==> config.mk <==
export PLATFORM = sky130hd
export DESIGN_NAME = pwl_act_pipe
export DESIGN_NICKNAME = d
export VERILOG_FILES = /design/src/rtl/pwl_act_pipe.sv
export SDC_FILE = /design/constraint.sdc
export NUM_CORES = 1
export LEC_CHECK = 0
export BUFFER_PORTS_ARGS = -buffer_cell sky130_fd_sc_hd__buf_2
export CORE_MARGIN = 2
export CORE_UTILIZATION = 34
export DETAILED_ROUTE_END_ITERATION = 10
export GPL_ROUTABILITY_DRIVEN = 0
export SYNTH_ARGS = -nofsm -noshare
export SYNTH_HDL_FRONTEND = slang
export SYNTH_SLANG_ARGS = --single-unit
==> constraint.sdc <==
create_clock -name clk -period 4.29 [get_ports clk]
set_clock_uncertainty 0.2 [all_clocks]
set_input_delay 0.2145 -clock clk [delete_from_list [all_inputs] [get_ports clk]]
set_output_delay 0.2145 -clock clk [all_outputs]
set_load 0.005 [all_outputs]
==> src/rtl/pwl_act_pipe.sv <==
// Pipelined piecewise-linear activation unit: sigmoid, tanh, ReLU or identity
// selected per sample by a 2-bit mode tag. Three register stages with
// valid/ready backpressure; bubbles collapse so an empty stage always refills.
module pwl_act_pipe #(
    parameter int DATA_W = 16,
    parameter int FRAC_W = 8
) (
    input  logic                     clk,
    input  logic                     rst,
    input  logic                     in_valid,
    output logic                     in_ready,
    input  logic signed [DATA_W-1:0] in_data,
    input  logic [1:0]               in_mode,
    output logic                     out_valid,
    input  logic                     out_ready,
    output logic signed [DATA_W-1:0] out_data,
    output logic [1:0]               out_mode
);

    if (FRAC_W < 5 || FRAC_W > DATA_W - 4) begin : g_bad_frac
        $error("pwl_act_pipe: FRAC_W must satisfy 5 <= FRAC_W <= DATA_W-4");
    end

    // Working width leaves headroom for 8*a and 2p-ONE without overflow.
    localparam int AW = DATA_W + 4;

    localparam logic [1:0] MODE_SIG  = 2'd0;
    localparam logic [1:0] MODE_TANH = 2'd1;
    localparam logic [1:0] MODE_RELU = 2'd2;

    localparam logic signed [AW-1:0] ONE      = AW'(1) <<< FRAC_W;
    localparam logic signed [AW-1:0] ONE_HALF = ONE >>> 1;
    localparam logic signed [AW-1:0] FIVE_ONE = AW'(5) * ONE;
    localparam logic signed [AW-1:0] K19_ONE  = AW'(19) * ONE;
    localparam logic signed [AW-1:0] OFF_MID  = (AW'(5) * ONE) >>> 3;
    localparam logic signed [AW-1:0] OFF_HI   = (AW'(27) * ONE) >>> 5;

    localparam logic signed [DATA_W+1:0] MAG_MAX = {3'b000, {(DATA_W-1){1'b1}}};
    localparam logic signed [AW-1:0]     OUT_MAX = {{(AW-DATA_W+1){1'b0}}, {(DATA_W-1){1'b1}}};
    localparam logic signed [AW-1:0]     OUT_MIN = {{(AW-DATA_W+1){1'b1}}, {(DATA_W-1){1'b0}}};

    // |v| clipped to the largest positive DATA_W value; the extra bit keeps
    // the negation of the most negative 2x exact.
    function automatic logic signed [DATA_W-1:0] abs_sat(input logic signed [DATA_W:0] v);
        logic signed [DATA_W+1:0] w;
        w = {v[DATA_W], v};
        if (w < 0) w = -w;
        if (w > MAG_MAX) w = MAG_MAX;
        return w[DATA_W-1:0];
    endfunction

    // Positive-half sigmoid approximation; thresholds compared exactly by
    // scaling a instead of dividing the constant.
    function automatic logic signed [AW-1:0] plan_pos(input logic signed [DATA_W-1:0] a);
        logic signed [AW-1:0] aw;
        aw = {{4{a[DATA_W-1]}}, a};
        if (aw >= FIVE_ONE)            return ONE;
        else if ((aw <<< 3) >= K19_ONE) return (aw >>> 5) + OFF_HI;
        else if (aw >= ONE)             return (aw >>> 3) + OFF_MID;
        else                            return (aw >>> 2) + ONE_HALF;
    endfunction

    // Clamp a working-width result into the signed output range.
    function automatic logic signed [DATA_W-1:0] sat_out(input logic signed [AW-1:0] v);
        logic signed [AW-1:0] c;
        c = v;
        if (c > OUT_MAX) c = OUT_MAX;
        else if (c < OUT_MIN) c = OUT_MIN;
        return c[DATA_W-1:0];
    endfunction

    logic                     vld_p0, vld_p1, vld_p2;
    logic                     load_p0, load_p1, load_p2;
    logic [1:0]               mode_p0, mode_p1, mode_p2;
    logic                     sign_p0, sign_p1;
    logic signed [DATA_W-1:0] mag_p0;
    logic signed [DATA_W-1:0] x_p0, x_p1;
    logic signed [AW-1:0]     p_p1;
    logic signed [DATA_W-1:0] y_p2;
    logic signed [DATA_W:0]   x2_in;
    logic signed [AW-1:0]     xw, tw, y_wide;

    // A stage loads when it is empty or its successor is loading.
    assign load_p2  = !vld_p2 || out_ready;
    assign load_p1  = !vld_p1 || load_p2;
    assign load_p0  = !vld_p0 || load_p1;
    assign in_ready = load_p0 && !rst;

    assign x2_in = (in_mode == MODE_TANH) ? {in_data, 1'b0} : {in_data[DATA_W-1], in_data};

    // S1: register mode, sign, clipped magnitude and the raw sample.
    always_ff @(posedge clk or posedge rst) begin
        if (rst) begin
            vld_p0  <= 1'b0;
            mode_p0 <= '0;
            sign_p0 <= 1'b0;
            mag_p0  <= '0;
            x_p0    <= '0;
        end else if (load_p0) begin
            vld_p0  <= in_valid;
            mode_p0 <= in_mode;
            sign_p0 <= in_data[DATA_W-1];
            mag_p0  <= abs_sat(x2_in);
            x_p0    <= in_data;
        end
    end

    // S2: evaluate the positive-half curve, carry sign, mode and raw sample.
    always_ff @(posedge clk or posedge rst) begin
        if (rst) begin
            vld_p1  <= 1'b0;
            mode_p1 <= '0;
            sign_p1 <= 1'b0;
            p_p1    <= '0;
            x_p1    <= '0;
        end else if (load_p1) begin
            vld_p1  <= vld_p0;
            mode_p1 <= mode_p0;
            sign_p1 <= sign_p0;
            p_p1    <= plan_pos(mag_p0);
            x_p1    <= x_p0;
        end
    end

    // S3 combinational: reflect the half-curve or pass the sample per mode.
    always_comb begin
        xw     = {{4{x_p1[DATA_W-1]}}, x_p1};
        tw     = (p_p1 <<< 1) - ONE;
        y_wide = xw;
        case (mode_p1)
            MODE_SIG:  y_wide = sign_p1 ? ONE - p_p1 : p_p1;
            MODE_TANH: y_wide = sign_p1 ? -tw : tw;
            MODE_RELU: y_wide = sign_p1 ? '0 : xw;
            default:   y_wide = xw;
        endcase
    end

    // S3: output register; holds while downstream stalls.
    always_ff @(posedge clk or posedge rst) begin
        if (rst) begin
            vld_p2  <= 1'b0;
            mode_p2 <= '0;
            y_p2    <= '0;
        end else if (load_p2) begin
            vld_p2  <= vld_p1;
            mode_p2 <= mode_p1;
            y_p2    <= sat_out(y_wide);
        end
    end

    assign out_valid = vld_p2;
    assign out_data  = y_p2;
    assign out_mode  = mode_p2;

endmodule

* After elaboration in Yosys (flattened, before gate mapping) *
Index checks and enable logic that the tools add are counted.

operators by class
  equal/unequal tests = 3
  reduce and logical (&&, ||, !) cells = 9
  add/subtract/negate cells = 7
  multiplexer cells = 13
  $lt $le $gt $ge = 7

operators with widths
  cell                                                              number
  2-to-1 mux 20 bit                                                 6
  2-to-1 mux 16 bit                                                 4
  case mux 20 bit (3 select lines)                                  1
  2-to-1 mux 18 bit                                                 2
  greater-than comparator 20 x 16 -> 1 bit (second input constant)  1
  < comparator 20 x 16 -> 1 bit (second input constant)             1
  negation 20 bit                                                   1
  subtractor 10 x 20 -> 20 bit (first input constant)               1
  subtractor 20 x 10 -> 20 bit (second input constant)              1
  >= comparator 19 x 14 -> 1 bit (second input constant)            1
  greater-than comparator 18 x 16 -> 1 bit (second input constant)  1
  negation 17 -> 18 bit                                             1
  < comparator 17 x 1 -> 1 bit (second input constant)              1
  >= comparator 16 x 10 -> 1 bit (second input constant)            1
  >= comparator 16 x 12 -> 1 bit (second input constant)            1
  adder 14 x 9 -> 15 bit (second input constant)                    1
  adder 13 x 9 -> 14 bit (second input constant)                    1
  adder 11 x 9 -> 12 bit (second input constant)                    1
  == test 2 x 1 -> 1 bit (second input constant)                    2
  zero test 1 bit                                                   4
  logical OR 1 bit                                                  3
  == test 2 bit (second input constant)                             1
  zero test 2 bit                                                   1
  logical AND 1 bit                                                 1

storage, ports and cells
  flip-flop bits (word level) = 95
  bits of input ports = 22
  word-level logic and storage cells = 52

* Longest topological paths before layout *
Gate-level depths: netlist (run 1).

  depth after elaboration = 7
  gate-level depth with buffers = 14
  depth with buffers taken out = 10

* Worst setup path before layout (run 1) *
Ideal clock, no wire load.

  kind = input -> register
  from = input port in_mode[1]
  to = register mag_p0[1]
  cell stages on the path = 14
  path buffers = 4
  library setup time = 80 ps
  slack = 879 ps
  arrival = 3131 ps
  cells stage by stage = nand2b_4 -> buf_2 -> buf_1 -> mux2i_1 -> ha_1 -> inv_1 -> a2111oi_2 -> nand4_1 -> o311ai_0 -> o41ai_1 -> or4_1 -> buf_6 -> buf_12 -> a31oi_4

on the way
  cells in the longest elaborated chain, start to end = 7
  elaborated cells between the ends (all ways) = 8
  those cells by class = add/sub: 1; order compare: 2; eq/ne: 1; mux: 4

ends and longest elaborated chain
  item                                                                   line  source
  from (decl)                                                            13    input logic [1:0] in_mode,
  == test 2 x 1 -> 1 bit (*)                                             89    assign x2_in = (in_mode == MODE_TANH) ? {in_data, 1'b0} : {in_data[DATA_W-1], in_data};
  2-to-1 mux 16 bit (*)                                                  89
  negation 17 -> 18 bit or < comparator 17 x 1 -> 1 bit (tied branches)  47    if (w < 0) w = -w;
  2-to-1 mux 18 bit (*)                                                  47
  2-to-1 mux 18 bit (*)                                                  99    end else if (load_p0) begin
  greater-than comparator 18 x 16 -> 1 bit                               48    if (w > MAG_MAX) w = MAG_MAX;
  2-to-1 mux 16 bit (*)                                                  48
  to (signal assigned)                                                   103   mag_p0 <= abs_sat(x2_in);
  to (decl)                                                              76    logic signed [DATA_W-1:0] mag_p0;

Every way passes the cells marked *; elsewhere a longest branch is shown, timed or not. The select of a mux whose other input is x is not followed.
A chain may end at the register's enable or synchronous reset.

* Worst setup path after layout (run 1) *
  from = register p_p1[7]
  to = register y_p2[2], in the netlist out_data[2]

on the way
  cells in the longest elaborated chain, start to end = 7
  elaborated cells between the ends (all ways) = 10
  those cells by class = add/sub: 3; order compare: 2; mux: 5

ends and longest elaborated chain
  item                                  line  source
  from (decl)                           78    logic signed [AW-1:0] p_p1;
  from (signal assigned)                120   p_p1 <= plan_pos(mag_p0);
  subtractor 20 x 10 -> 20 bit          128   tw = (p_p1 <<< 1) - ONE;
  negation 20 bit                       132   MODE_TANH: y_wide = sign_p1 ? -tw : tw;
  2-to-1 mux 20 bit                     132
  case mux 20 bit (3 select lines) (*)  130   case (mode_p1)
  < comparator 20 x 16 -> 1 bit         68    else if (c < OUT_MIN) c = OUT_MIN;
  2-to-1 mux 16 bit                     68
  2-to-1 mux 16 bit (*)                 67    if (c > OUT_MAX) c = OUT_MAX;
  to (signal assigned)                  147   y_p2 <= sat_out(y_wide);
  to (decl)                             79    logic signed [DATA_W-1:0] y_p2;

Every way passes the cells marked *; elsewhere a longest branch is shown, timed or not.

==> impl_metrics.ini, run 1 <==
[power_and_ir_drop]
p_per_area_nw_per_um2 = 406.7
internal_power_uw = 1813
ir_drop_uv = 205.1
p_leak_uw = 0.002872
pwr-share-seq_pct = 39.7
swShare_pct = 35.97
pwr-share-clk_pct = 28.8
p_comb_share_pct = 31.5
p_sw_uw = 1019

[logic_synthesis]
syn_nets = 754
synth_edf_count = 0
yosys_warnings = 0
synth.distinct_cells = 82
synth_area_um2 = 6182
netlist_instances = 720
synth_area_per_cell_um2 = 8.586
yosysSeqAreaShare_pct = 35.62
ys_ff_latch = 88
async_flop_share_pct = 100.0
synth_flop_cell = dfrtp_1

[status]
status = complete, no violations

[sta]
slew_headroom_pct = 46.27
hold_violations = 0
rsz0062_at_grt = false
tns_ps = 0
slew_violations = 0
worstMarginPinSlew_ps = 803.1
timing.final.crit_share_pct = 89.67
timing.final.crit_period_ps = 3847
fmax_mhz = 260.0
setup-violations-final = 0

[clock_network]
cts.sinks = 88
cts_buffers = 9
h-tree-depth = 3
cts_resized = 0
path_clk_slew_ps = 70
cts-root-buf = clkbuf_16
clk_path_buf_depth = 2
clk_latency_ps = 350
cts_hold_buf = 5
post_cts_buffers = 0
tritoncts = built

[routing]
drt_iter0_markers = 513
antenna_left = 0
wire_per_inst_um = 16.81
via_count = 5450
wl_um = 16480
drc = 0
dr.pass1.iters = 5
viasPerCell = 5.561

[min_path]
holdPathStages = 2
min_path_type = in -> reg

[cells_and_area]
diodes = 0
final_cells = 980
design_area_um2 = 6963
drive_gt1_share_pct = 16.38
area_delta_synth_final_pct = 12.63
layout.nets = 780

[place]
io_buffers = 41
placed_cell_area_um2 = 6599
numPlacedInstances = 958
dp_hpwl_um = 11850

[floorplan]
start_util_pct = 34.53
core_area_um2 = 17900
num_io_pins = 42
die_w_um = 138.8
rows = 49
die_area_um2 = 19280
die_h_um = 138.8

[global_routing]
grt_pass1_vias = 5102
grt.overflow.total = 0
grtUsageTotal_pct = 17.25
grt_pass1_wl_um = 27020
antenna_found_initial = 0
grt_max_degree = 60

[worst_setup_path]
crit_type = reg -> reg
crit_arrival_ps = 3860
cp-start-kind = flop
r2r-end = out_data[2]
crit_path_start = p_p1[7]
crit_required_ps = 4300
cp_max_fo = 14
critPathCapture = out_data[2]
reg2reg_depth = 9
r2r_start = p_p1[7]
r2r_slack_ps = 440
end_kind = flop

[job]
max_cap_violations = 0
## critical path: stages, from the launching register on
cell	delay [ps]
dfrtp_1	580
inv_1	180
ha_1	330
and3b_1	200
a31oi_1	390
nand2b_1	250
nor4b_1	70
or4_1	710
o21ai_2	600
o22ai_1	190
## power by group through the flow
stage | registers, uW | clock network, uW | logic [uW]
after floorplan | 1080 | 0 | 639
after global placement | 1130 | 0 | 878
after detailed placement | 1130 | 0 | 884
after CTS | 1120 | 831 | 891
after global routing | 1140 | 867 | 990
final | 1120 | 816 | 893
## area by class of cell
class                   instances  area [um^2]
fillers                      1869        10940
multi-input cells             557         3671
flip-flops and latches         88         2202
repair buffers                 66        407.9
well taps                     229        286.5
clock buffers                  10        229.0
inverters                      24        91.34
clock inverters                 6        75.07
## state kept, by name, indices dropped and copies added, names as in the netlist
signal,flops
mag_p0,16
out_data,16
p_p1,15
x_p0,15
x_p1,15
mode_p0,2
mode_p1,2
out_mode,2
out_valid,1
sign_p0,1
sign_p1,1
vld_p0,1
vld_p1,1
## cell usage after synthesis (4+ instances only)
cell type / instances / area, um^2
o32ai_1: 5 / 43.79
a211o_1: 5 / 43.79
buf_1: 4 / 15.01
ha_1: 12 / 150.1
inv_1: 23 / 86.33
buf_2: 5 / 25.02
a21oi_1: 54 / 270.3
mux2i_1: 11 / 110.1
o31ai_1: 9 / 67.56
o221ai_1: 4 / 35.03
dfrtp_1: 88 / 2202
o21a_1: 5 / 37.54
nand2_1: 104 / 390.4
o211ai_1: 4 / 30.03
or3_1: 4 / 25.02
xor2_1: 13 / 113.9
nor2b_1: 4 / 25.02
and3b_1: 5 / 43.79
or4_1: 5 / 37.54
nor3_1: 15 / 75.07
mux2_2: 20 / 225.2
o41ai_1: 4 / 35.03
xnor2_1: 23 / 201.4
clkbuf_1: 40 / 150.1
o21ai_0: 41 / 205.2
a31oi_4: 10 / 212.7
nand3_1: 12 / 60.06
a211oi_1: 5 / 37.54
and2_1: 4 / 25.02
nor2_1: 69 / 259.0
o22ai_1: 18 / 112.6
a31oi_1: 18 / 112.6
nand4_1: 6 / 37.54
nand2b_1: 7 / 43.79
## cell usage in the layout, fill, tap and decap left out, drive strengths merged, types with 4 or more instances in the layout
| cell | n |
|---|---|
| a2111oi | 4 |
| a211o | 5 |
| a211oi | 6 |
| a21oi | 55 |
| a31oi | 28 |
| and2 | 4 |
| and3b | 5 |
| buf | 60 |
| clkbuf | 10 |
| dfrtp | 88 |
| dlygate4sd3 | 6 |
| ha | 12 |
| inv | 25 |
| mux2 | 20 |
| mux2i | 11 |
| nand2 | 104 |
| nand2b | 8 |
| nand3 | 13 |
| nand4 | 6 |
| nor2 | 70 |
| nor2b | 4 |
| nor3 | 15 |
| nor4 | 5 |
| o211ai | 4 |
| o21a | 5 |
| o21ai | 42 |
| o221ai | 4 |
| o22ai | 18 |
| o31ai | 9 |
| o32ai | 5 |
| o41ai | 4 |
| or3 | 4 |
| or4 | 6 |
| xnor2 | 23 |
| xor2 | 13 |
## worst min path at each step
stage / startpoint / to / slack (ps)
final: in_data[12] / x_p0[12] / 10
after global routing: in_data[13] / x_p0[13] / 20
after CTS: in_data[14] / x_p0[14] / 4
after detailed placement: rst / vld_p0 / 80
after global placement: rst / mag_p0[15] / 80
after floorplan: in_valid / vld_p0 / 120
## per-layer routing
layer  routed length [um]  up-vias  GRT usage (%)
li1                     -     2656              -
met1                 7873     2620          24.45
met2                 7647      148          27.09
met3                  612       26          2.417
met4                  344        0          6.061
met5                    0        -              0
## logic make-up after synthesis
logic type	synth area share [%]
AO/OA/AOI/OAI	25.62
XOR/XNOR	5.100
adder cells (fa/ha/maj)	2.429
buffers and inverters	5.039
flip-flops	35.62
multiplexers	5.424
AND/OR/NAND/NOR	20.77
## metrics by stage
stage               worst slack, ps  util, %  power, uW  hold WS [ps]
finish                        443.3    38.89       2832         14.55
global route                  137.5    38.89       3001         21.57
CTS                           499.1    38.84       2845         3.624
detailed placement            507.8    36.86       2017         80.08
global placement              595.5    36.86       2012         78.51
floorplan                     879.3        -       1717         122.9
No activity file was read; power rests on OpenSTA's default activity.
==> inputs of run 2 (changes only) <==
--- a/config.mk
+++ b/config.mk
@@ -10,6 +10,7 @@
 export CORE_UTILIZATION = 34
 export DETAILED_ROUTE_END_ITERATION = 10
 export GPL_ROUTABILITY_DRIVEN = 0
+export MAX_ROUTING_LAYER = met4
 export SYNTH_ARGS = -nofsm -noshare
 export SYNTH_HDL_FRONTEND = slang
 export SYNTH_SLANG_ARGS = --single-unit
==> impl_metrics.ini, run 2 (synthesis results as in run 1) <==
[status]
status = complete, no violations

[cells_and_area]
drive_gt1_share_pct = 16.40
final_common_cell = nand2_1
final_util_pct = 38.84
layout_common_cells = nand2_1 (103), dfrtp_1 (88), nor2_1 (69), a21oi_1 (54)
area_delta_synth_final_pct = 12.47
n_fill_cell = 1870
layout.nets = 779
diodes = 0

[routing]
wl_met2_um = 7640
dr.pass1.iters = 5
drt_iter0_markers = 471
wl_um = 16430
wl_met1_um = 7731
drc = 0
wire_per_inst_um = 16.78
antenna_left = 0
wl_met3_um = 705
viasPerCell = 5.526
via_count = 5410
highest_layer = met4

[worst_setup_path]
r2r_slack_ps = 470
r2r-end = out_data[2]
cp_cell_sequence = inv_1, ha_1, and3b_1, a31oi_1, nand2b_1, nor4b_1, or4_1, o21ai_2, o22ai_1
cp_max_fo = 14
crit_required_ps = 4300
cp-start-kind = flop
critPathBufInv = 1
crit_type = reg -> reg
slowest_stage = or4_1
crit_arrival_ps = 3830
r2r_start = p_p1[7]
end_kind = flop
worst_path_largest_cell_delay_ps = 710
crit_family = simple AND/OR/NAND/NOR gates
reg2reg_depth = 9

[clock_network]
cts-root-buf = clkbuf_16
clk_path_buf_depth = 2
cts_buffers = 9
tritoncts = built
clk_latency_ps = 350
h-tree-depth = 3
post_cts_buffers = 0
cts_hold_buf = 5
cts_resized = 0
path_clk_slew_ps = 70
cts.sinks = 88

[sta]
hold_violations = 0
rsz0062_at_grt = false
setup-violations-final = 0
worstMarginPinSlew_ps = 799.2
fmax_mhz = 261.4
tns_ps = 0
timing.final.crit_period_ps = 3825
slew_headroom_pct = 46.53
slew_violations = 0
timing.final.crit_share_pct = 89.16

[global_routing]
grt_pass1_vias = 5101
grt.overflow.total = 0
antenna_found_initial = 0
grt_pass1_wl_um = 27040
grtUsageTotal_pct = 17.75
grt_max_degree = 60

[floorplan]
die_h_um = 138.8
num_io_pins = 42
rows = 49
start_util_pct = 34.53
die_area_um2 = 19280
die_w_um = 138.8
core_area_um2 = 17900

[min_path]
holdPathEnd = x_p0[14]
hold_start = in_data[14]
min_path_type = in -> reg
holdPathStages = 2

[power_and_ir_drop]
p_per_area_nw_per_um2 = 406.7
p_leak_uw = 0.002868
ir_drop_uv = 205.7

[place]
io_buffers = 41
dp_hpwl_um = 11850

[job]
max_cap_violations = 0
run 2: through the flow:
stage | instances | setup slack [ps] | power [uW] | hold WS, ps | area (um^2)
2_1_floorplan | 720 | 879.3 | 1717 | 122.9 | 6182
3_3_place_gp | 958 | 595.5 | 2012 | 78.51 | 6599
3_5_place_dp | 958 | 507.8 | 2017 | 80.08 | 6599
4_1_cts | 979 | 499.1 | 2845 | 3.624 | 6953
5_1_grt | 979 | 137.0 | 2998 | 0.5818 | 6953
6_report | 979 | 465.1 | 2828 | 4.704 | 6953
run 2: cell type report:
cell class              count  area [um^2]  share of cell area, %
flip-flops and latches     88         2202                  31.67
well taps                 229        286.5                  4.121
repair buffers             65        397.9                  5.723
inverters                  24        91.34                  1.314
clock buffers              10        229.0                  3.293
multi-input cells         557         3671                  52.80
clock inverters             6        75.07                  1.080
run 2: worst reg2reg max path: stages (launching register included):
cell,delay [ps]
dfrtp_1,580
inv_1,180
ha_1,330
and3b_1,200
a31oi_1,380
nand2b_1,240
nor4b_1,70
or4_1,710
o21ai_2,600
o22ai_1,190
run 2: how the worst max path moves through the flow:
stage | cells past startpoint | endpoint | slack, ps | start
floorplan | 14 | mag_p0[1] | 880 | in_mode[1]
global placement | 9 | out_data[2] | 600 | p_p1[7]
detailed placement | 9 | out_data[2] | 510 | p_p1[7]
CTS | 9 | out_data[2] | 500 | p_p1[7]
global route | 9 | out_data[2] | 140 | p_p1[7]
finish | 9 | out_data[2] | 470 | p_p1[7]
run 2: power by group:
group	switching (uW)	total (uW)	leakage (uW)	internal, uW
Clock	354	815	0.000146	461
Sequential	148	1120	0.00104	976
Combinational	513	889	0.00168	376
run 2: per-layer routing:
metal,vias up,GRT usage [%]
li1,2655,-
met2,147,27.09
met3,26,1.934
met1,2582,24.49
met4,0,6.539
met5,-,-
